`src/rtl/alu_arbiter_if.sv`:
```
// Per-requester command/response channel into the shared-ALU arbiter.
// master = CPU-side issuer, slave = arbiter.
interface alu_arbiter_if #(
  parameter int WIDTH = 32,
  parameter int OPW   = 4
) ();
  logic             valid;
  logic             ready;
  logic [WIDTH-1:0] x;
  logic [WIDTH-1:0] y;
  logic [OPW-1:0]   op;
  logic             rsp_valid;
  logic             rsp_ready;
  logic [WIDTH-1:0] z;
  logic [2:0]       flags;

  modport master (output valid, x, y, op, rsp_ready,
                  input  ready, rsp_valid, z, flags);
  modport slave  (input  valid, x, y, op, rsp_ready,
                  output ready, rsp_valid, z, flags);
endinterface

```
`src/rtl/alu_arbiter.sv`:
```
// Round-robin arbiter/sequencer sharing one combinational ALU between two
// requesters: IDLE (arbitrate/accept) -> EXEC (drive ALU) -> RESP (hold result).
module alu_arbiter #(
  parameter int WIDTH   = 32,
  parameter int OPW     = 4,
  parameter int COUNT_W = 16
) (
  input  logic               clk,
  input  logic               rstb,
  alu_arbiter_if.slave       req0,
  alu_arbiter_if.slave       req1,
  output logic [WIDTH-1:0]   alu_x,
  output logic [WIDTH-1:0]   alu_y,
  output logic [OPW-1:0]     alu_op,
  input  logic [WIDTH-1:0]   alu_z,
  input  logic               alu_equal,
  input  logic               alu_overflow,
  input  logic               alu_zero,
  output logic               busy,
  output logic [COUNT_W-1:0] ops_done0,
  output logic [COUNT_W-1:0] ops_done1
);
  typedef enum logic [1:0] {IDLE, EXEC, RESP} state_t;
  typedef struct packed {
    logic [WIDTH-1:0] x;
    logic [WIDTH-1:0] y;
    logic [OPW-1:0]   op;
  } cmd_t;

  state_t           state;
  logic             last_grant, grant, sel, hs;
  logic [1:0]       vld, rsp_rdy, rsp_vld;
  cmd_t [1:0]       cmds;
  cmd_t             opnd;
  logic [WIDTH-1:0] res_z;
  logic [2:0]       res_flags;

  assign vld     = {req1.valid, req0.valid};
  assign rsp_rdy = {req1.rsp_ready, req0.rsp_ready};
  assign cmds[0] = {req0.x, req0.y, req0.op};
  assign cmds[1] = {req1.x, req1.y, req1.op};

  // Contention goes to whoever was not served last; otherwise the lone requester.
  assign sel = (&vld) ? ~last_grant : vld[1];
  assign hs  = |(rsp_vld & rsp_rdy);

  // Ready is held low while reset is applied even though state already reads IDLE.
  assign req0.ready = rstb && (state == IDLE) && vld[0] && !sel;
  assign req1.ready = rstb && (state == IDLE) && vld[1] &&  sel;

  assign req0.rsp_valid = rsp_vld[0];
  assign req1.rsp_valid = rsp_vld[1];
  assign req0.z         = res_z;
  assign req1.z         = res_z;
  assign req0.flags     = res_flags;
  assign req1.flags     = res_flags;

  assign {alu_x, alu_y, alu_op} = opnd;
  assign busy = (state != IDLE);

  always_ff @(posedge clk or negedge rstb) begin
    if (!rstb) begin
      state      <= IDLE;
      last_grant <= 1'b1;
      grant      <= 1'b0;
      opnd       <= '0;
      res_z      <= '0;
      res_flags  <= '0;
      rsp_vld    <= '0;
      ops_done0  <= '0;
      ops_done1  <= '0;
    end else begin
      case (state)
        IDLE: if (|vld) begin
          opnd  <= cmds[sel];
          grant <= sel;
          state <= EXEC;
        end
        EXEC: begin
          res_z          <= alu_z;
          res_flags      <= {alu_equal, alu_overflow, alu_zero};
          rsp_vld[grant] <= 1'b1;
          state          <= RESP;
        end
        RESP: if (hs) begin
          rsp_vld    <= '0;
          last_grant <= grant;
          state      <= IDLE;
          if (grant) begin
            if (ops_done1 != '1) ops_done1 <= ops_done1 + COUNT_W'(1);
          end else begin
            if (ops_done0 != '1) ops_done0 <= ops_done0 + COUNT_W'(1);
          end
        end
        default: state <= IDLE;
      endcase
    end
  end
endmodule

```
`src/flat_wrapper.sv`:
```
// flat-port wrapper written by rule: the top's interface ports become plain ports
module alu_arbiter_flat 
#(
  parameter int WIDTH   = 32,
  parameter int OPW     = 4,
  parameter int COUNT_W = 16
)
  (clk, rstb, alu_x, alu_y, alu_op, alu_z, alu_equal, alu_overflow, alu_zero, busy, ops_done0, ops_done1, req0_valid, req0_x, req0_y, req0_op, req0_rsp_ready, req0_ready, req0_rsp_valid, req0_z, req0_flags, req1_valid, req1_x, req1_y, req1_op, req1_rsp_ready, req1_ready, req1_rsp_valid, req1_z, req1_flags);
  alu_arbiter_if #(.WIDTH(WIDTH), .OPW(OPW)) req0_i ();
  alu_arbiter_if #(.WIDTH(WIDTH), .OPW(OPW)) req1_i ();
  input  logic clk;
  input  logic rstb;
  output logic [WIDTH-1:0] alu_x;
  output logic [WIDTH-1:0] alu_y;
  output logic [OPW-1:0] alu_op;
  input  logic [WIDTH-1:0] alu_z;
  input  logic alu_equal;
  input  logic alu_overflow;
  input  logic alu_zero;
  output logic busy;
  output logic [COUNT_W-1:0] ops_done0;
  output logic [COUNT_W-1:0] ops_done1;
  input wire logic [$bits(req0_i.valid)-1:0] req0_valid;
  input wire logic [$bits(req0_i.x)-1:0] req0_x;
  input wire logic [$bits(req0_i.y)-1:0] req0_y;
  input wire logic [$bits(req0_i.op)-1:0] req0_op;
  input wire logic [$bits(req0_i.rsp_ready)-1:0] req0_rsp_ready;
  output wire logic [$bits(req0_i.ready)-1:0] req0_ready;
  output wire logic [$bits(req0_i.rsp_valid)-1:0] req0_rsp_valid;
  output wire logic [$bits(req0_i.z)-1:0] req0_z;
  output wire logic [$bits(req0_i.flags)-1:0] req0_flags;
  input wire logic [$bits(req1_i.valid)-1:0] req1_valid;
  input wire logic [$bits(req1_i.x)-1:0] req1_x;
  input wire logic [$bits(req1_i.y)-1:0] req1_y;
  input wire logic [$bits(req1_i.op)-1:0] req1_op;
  input wire logic [$bits(req1_i.rsp_ready)-1:0] req1_rsp_ready;
  output wire logic [$bits(req1_i.ready)-1:0] req1_ready;
  output wire logic [$bits(req1_i.rsp_valid)-1:0] req1_rsp_valid;
  output wire logic [$bits(req1_i.z)-1:0] req1_z;
  output wire logic [$bits(req1_i.flags)-1:0] req1_flags;
  assign req0_i.valid = req0_valid;
  assign req0_i.x = req0_x;
  assign req0_i.y = req0_y;
  assign req0_i.op = req0_op;
  assign req0_i.rsp_ready = req0_rsp_ready;
  assign req0_ready = req0_i.ready;
  assign req0_rsp_valid = req0_i.rsp_valid;
  assign req0_z = req0_i.z;
  assign req0_flags = req0_i.flags;
  assign req1_i.valid = req1_valid;
  assign req1_i.x = req1_x;
  assign req1_i.y = req1_y;
  assign req1_i.op = req1_op;
  assign req1_i.rsp_ready = req1_rsp_ready;
  assign req1_ready = req1_i.ready;
  assign req1_rsp_valid = req1_i.rsp_valid;
  assign req1_z = req1_i.z;
  assign req1_flags = req1_i.flags;
  alu_arbiter #(.WIDTH(WIDTH), .OPW(OPW), .COUNT_W(COUNT_W)) u_core (.clk(clk), .rstb(rstb), .req0(req0_i), .req1(req1_i), .alu_x(alu_x), .alu_y(alu_y), .alu_op(alu_op), .alu_z(alu_z), .alu_equal(alu_equal), .alu_overflow(alu_overflow), .alu_zero(alu_zero), .busy(busy), .ops_done0(ops_done0), .ops_done1(ops_done1));
endmodule
```
`config.mk`:
```
export PLATFORM = sky130hd
export DESIGN_NAME = alu_arbiter_flat
export DESIGN_NICKNAME = d
export VERILOG_FILES = /design/src/rtl/alu_arbiter_if.sv /design/src/rtl/alu_arbiter.sv /design/src/flat_wrapper.sv
export SDC_FILE = /design/constraint.sdc
export NUM_CORES = 1
export LEC_CHECK = 0
export BUFFER_PORTS_ARGS = -buffer_cell sky130_fd_sc_hd__buf_2
export CAP_MARGIN = 20
export CORE_AREA = 4 4 136 138
export DETAILED_ROUTE_END_ITERATION = 8
export DIE_AREA = 0 0 140 142
export PLACE_DENSITY = 0.78
export RECOVER_POWER = 50
export SLEW_MARGIN = 20
export SYNTH_ARGS = -nofsm -noshare
export SYNTH_HDL_FRONTEND = slang
export SYNTH_SLANG_ARGS = --single-unit
```
`constraint.sdc`:
```
create_clock -name clk -period 3.9 [get_ports clk]
set_input_delay 0 -clock clk [delete_from_list [all_inputs] [get_ports clk]]
set_output_delay 0 -clock clk [all_outputs]
set_load 0.01 [all_outputs]
```
Word level (Yosys, flattened, before mapping):

Index checks and enable logic that the tools add are counted.

* flip-flop bits (word level): 141
* input bits: 177
* output and inout bits: 175
* word-level logic and storage cells: 54

* add/subtract/negate cells: 2
* magnitude comparators: 3
* eq/ne operators: 6
* muxes and demuxes: 9
* bitwise gates (word level): 4
* reductions and logical operators: 19

Operator list (count)
* 68-bit 2-to-1 mux: 2
* 16-bit by 1-bit adder with 16-bit output, second input constant: 2
* 16-bit inequality test, second input constant: 2
* 2-bit AND reduction: 5
* 4-bit AND reduction: 2
* 1-bit logical AND: 6
* 2-bit one-hot mux with 3 select lines: 1
* 1-bit by 2-bit less-than comparator with 1-bit output, second input constant: 2
* 2-bit 2-to-1 mux: 2
* 2-bit one-hot mux with 2 select lines: 1
* 2-bit nonzero test: 2
* 2-bit OR reduction: 2
* 2-bit AND: 1
* 2-bit by 1-bit equality test with 1-bit output, second input constant: 1
* 2-bit equality test, second input constant: 1
* 2-bit zero test: 1
* 1-bit 2-to-1 mux: 2
* 2-bit by 1-bit inequality test with 1-bit output, second input constant: 1
* 2-bit inequality test, second input constant: 1
* 1-bit NOT: 2
* 2-bit bitwise OR: 1
* 1-bit demux with 1-bit select: 1
* 1-bit greater-or-equal comparator, second input constant: 1
* 1-bit zero test: 1

Depth between registers and ports, before layout:

* depth in word-level cells: 6
* mapped depth: 6
* gate-level depth less buffers: 5

Worst setup path after synthesis:

Ideal clock, no wire load.

* path type: register to register
* start point: register u_core.ops_done0[0]
* end point: register u_core.ops_done0[7]
* setup time: 0.132 ns
* data arrival time: 1.540 ns
* required time: 3.768 ns
* slack: 2.228 ns
* cell stages (with the launch flop): 7
* path buffers: 1
* clock period less this slack: 1.672 ns
* cell sequence: dfrtp_1 > ha_1 > nand4_2 > nor4_2 > buf_4 > nor3_1 > xor2_1

* word-level cells in the longest chain between the ends: 2
* elaborated cells between the ends (all ways): 3
* those cells by class: add/sub: 1; eq/ne: 1; reduce/logical: 1

Ends and longest elaborated chain
* from (decl): RTL line alu_arbiter.sv:20 `output logic [COUNT_W-1:0] ops_done0,`
* from (signal assigned): RTL line alu_arbiter.sv:92 `if (ops_done0 != '1) ops_done0 <= ops_done0 + COUNT_W'(1);`
* parallel branches: the longest is 2 deep, another holds 16-bit by 1-bit adder with 16-bit output

Parallel ways; which one is timed is not known.
A chain may end at the register's enable or synchronous reset.

Final worst setup path:

* start point: register u_core.last_grant
* end point: register u_core.opnd (netlist bit u_core.alu_y[15])

* word-level cells in the longest chain between the ends: 4

Ends and longest elaborated chain
* from (decl): RTL line alu_arbiter.sv:31 `logic last_grant, grant, sel, hs;`
* from (signal assigned): RTL line alu_arbiter.sv:87 `last_grant <= grant;`
* 1-bit NOT: RTL line alu_arbiter.sv:44 `assign sel = (&vld) ? ~last_grant : vld[1];`
* 1-bit 2-to-1 mux: RTL line alu_arbiter.sv:44
* 68-bit 2-to-1 mux (implied by the code) (2 in series): RTL line alu_arbiter.sv:75 `opnd <= cmds[sel];`
* to (signal assigned): RTL line alu_arbiter.sv:75
* to (decl): RTL line alu_arbiter.sv:34 `cmd_t opnd;`

No other way between the ends. The select of a mux whose other input is x is not followed.

==> flow_summary.ini <==
[synthesis]
ys_types = 39
syn_nets = 755
postSynthCellCount = 576
ys_ff_latch = 141
syn_area_per_cell_um2 = 11.36
synthArstFlopShare_pct = 100.0
synth_top_cell_area_share_pct = 53.55
ys.flop_type = dfrtp_1
yosysMostFrequentCell = dfrtp_1
synthTopCellsByArea = dfrtp_1, mux2i_1, mux2_2
synthTopCellsByCount = dfrtp_1, nor2_1, a21oi_1
yosys.area.top_type = dfrtp_1
synth_edf_count = 0
syn-cell-area_mm2 = 0.006543
ys_seq_area_share_pct = 53.95
yosysWarnings = 0

[die]
dieArea_mm2 = 0.01988
num_rows = 48
io_pins = 352
die_width_um = 140
initial_core_util_pct = 38.09
fp.dieH_um = 142
core_area_mm2 = 0.01718

[grt]
antenna_found_initial = 4
overflow = 0
grt_max_degree = 134
grt_pass1_wl_mm = 36.46
grt_pass1_vias = 6875
grt.total_usage_pct = 22.99

[routing]
drcViolationCount = 0
avgViaCountPerCell = 5.005
wl_per_cell_um = 18.15
dr.pass1.iters = 5
wirelength_mm = 23.67
drt-initial-drc-count = 264
final_antenna_net_count = 0
vias = 6526

[sta]
skew_ps = 14.42
period_needed_ps = 3174
max_freq_mhz = 315.1
whs_ps = 46.13
grt_setup_unrepaired = false
finalMaxSlewViolations = 45
fin_crit_sh_pct = 81.38
worst_pin_slew_ps = 2288
setup_tns_ps = 0
finalHoldViolations = 0
slew_headroom_pct = -52.56
setup_viol = 0
setup_slack_ps = 726.3

[placed_design]
place_area_mm2 = 0.008279
place_ws_ps = 1871
dp_hpwl_mm = 14.76
gp_congestion = 0.8290
portBuffers = 351
dp_cells = 1094

[status]
outcome = finished with violations
failed_checks = capacitance limit, slew limit

[worst_setup_path]
required_ps = 4180
worstSetupStartpointType = flop
path_max_fanout = 23
critPathKind = reg2reg
cp-end-kind = flop
worstPathArrival_ps = 3460

[power_and_ir_drop]
cellLeakagePower_nw = 4.786
ir_worst_vdd_mv = 0.3857
finalPower_mw = 7.129
p_per_area_mw_per_mm2 = 682.3

[clocking]
cts.path.max_buffers = 2
clock-sinks = 141
clockRootBuffer = clkbuf_16
ctsResizeCount = 0
insertion_delay_ps = 410
path_clk_slew_ps = 60
cts_buffers = 17
cts_tree = yes
postCtsSetupBuffers = 0
htreeDepth = 4

[finish]
utilization_pct = 60.82
fillers = 1413
area_delta_synth_final_pct = 59.69
final_cells = 1304
drive_above_1_share_pct = 25.09
fin_area_mm2 = 0.01045
finalNetCount = 1242

[worst_hold_path]
min_path_type = in2reg

[flow_run]
maxCapViolations = 1
-- worst max-delay path, cell delays in order, from the launching register on --
cell and delay [ps]:
dfstp_2 380, a21boi_4 780, buf_4 380, mux2i_1 290, dlygate4sd3_1 600, a21oi_1 60, dlygate4sd3_1 560
-- kinds of logic after synthesis --
group,synth area share [%]
XOR/XNOR,3.882
flip-flops,53.95
multiplexers,16.94
adder cells (fa/ha/maj),0.3824
AO/OA/AOI/OAI,6.292
buffers and inverters,6.579
AND/OR/NAND/NOR,11.97
-- flip-flops by register name (all words and copies together) (netlist names) --
signal / count
u_core.alu_y: 32
u_core.ops_done1: 16
u_core.alu_op: 4
u_core.alu_x: 32
u_core.last_grant: 1
u_core.grant: 1
u_core.req0.flags: 3
u_core.state: 2
u_core.rsp_vld: 2
u_core.req0.z: 32
u_core.ops_done0: 16
-- report_power, final --
part           switching [mW]  total (mW)  internal [mW]
combinational            1.66        2.85           1.19
sequential              0.466        2.55           2.08
clock                   0.668        1.73           1.06
total                    2.80        7.13           4.33
-- metal layers --
metal | share of wire, % | GRT usage [%] | up-vias
met5 | 0.055 | 0 | -
met4 | 3.6 | 10.61 | 2
met3 | 9.4 | 8.434 | 64
met2 | 51 | 39.93 | 356
met1 | 36 | 25.23 | 3134
li1 | - | - | 2970
-- layout by cell type (no fill, tap or decap), types with 2 or more instances in the layout --
| cell | count |
|---|---|
| a21oi_1 | 70 |
| and3_1 | 7 |
| and4_1 | 3 |
| buf_12 | 2 |
| buf_2 | 178 |
| buf_4 | 6 |
| bufinv_16 | 3 |
| clkbuf_1 | 173 |
| clkbuf_16 | 17 |
| clkbuf_8 | 2 |
| clkinv_4 | 4 |
| dfrtp_1 | 140 |
| diode_2 | 3 |
| dlygate4sd3_1 | 175 |
| ha_1 | 2 |
| inv_1 | 3 |
| inv_6 | 3 |
| inv_8 | 2 |
| mux2_1 | 2 |
| mux2_2 | 36 |
| mux2i_1 | 68 |
| nand2_1 | 10 |
| nand3_1 | 12 |
| nand4_1 | 9 |
| nand4_2 | 2 |
| nor2_1 | 77 |
| nor3_1 | 7 |
| nor3b_1 | 3 |
| nor4_1 | 6 |
| nor4_2 | 5 |
| nor4b_2 | 2 |
| o21ai_0 | 3 |
| xnor2_1 | 5 |
| xor2_1 | 24 |
-- area by class of cell --
cell class / count / area [um^2] / share of cell area (%)
clock buffer: 19 / 452.9 / 4.335
timing repair buffer: 534 / 3377 / 32.32
sequential: 141 / 3530 / 33.78
antenna: 3 / 7.507 / 0.07186
clock inverter: 13 / 178.9 / 1.713
tap: 225 / 281.5 / 2.695
multi-input combinational: 366 / 2609 / 24.97
inverter: 3 / 11.26 / 0.1078
-- worst paths after layout --
| path | startpoint | endpoint | slack, ps | cells after the start |
|---|---|---|---|---|
| max in group asynchronous | rstb | u_core.alu_x[12]$_DFFE_PN0P_ | 1350 | 3 |
| hold / removal | req0_valid | u_core.grant$_DFFE_PN0P_ | 50 | 3 |
| setup reg to reg | u_core.last_grant$_DFFE_PN1P_ | u_core.alu_y[15]$_DFFE_PN0P_ | 730 | 6 |
| min in group asynchronous | rstb | u_core.alu_y[6]$_DFFE_PN0P_ | 850 | 2 |
| setup / recovery | u_core.last_grant$_DFFE_PN1P_ | u_core.alu_y[15]$_DFFE_PN0P_ | 730 | 6 |
| hold reg to reg | u_core.ops_done0[11]$_DFFE_PN0P_ | u_core.ops_done0[11]$_DFFE_PN0P_ | 500 | 1 |
-- what timing repair did --
| action | 4_1_cts | 5_1_grt |
|---|---|---|
| endpoints found under the hold margin | 144 | 0 |
| hold buffers | 175 | 0 |
| endpoints found under the setup margin | 0 | 0 |
No activity file was read; power rests on OpenSTA's default activity.
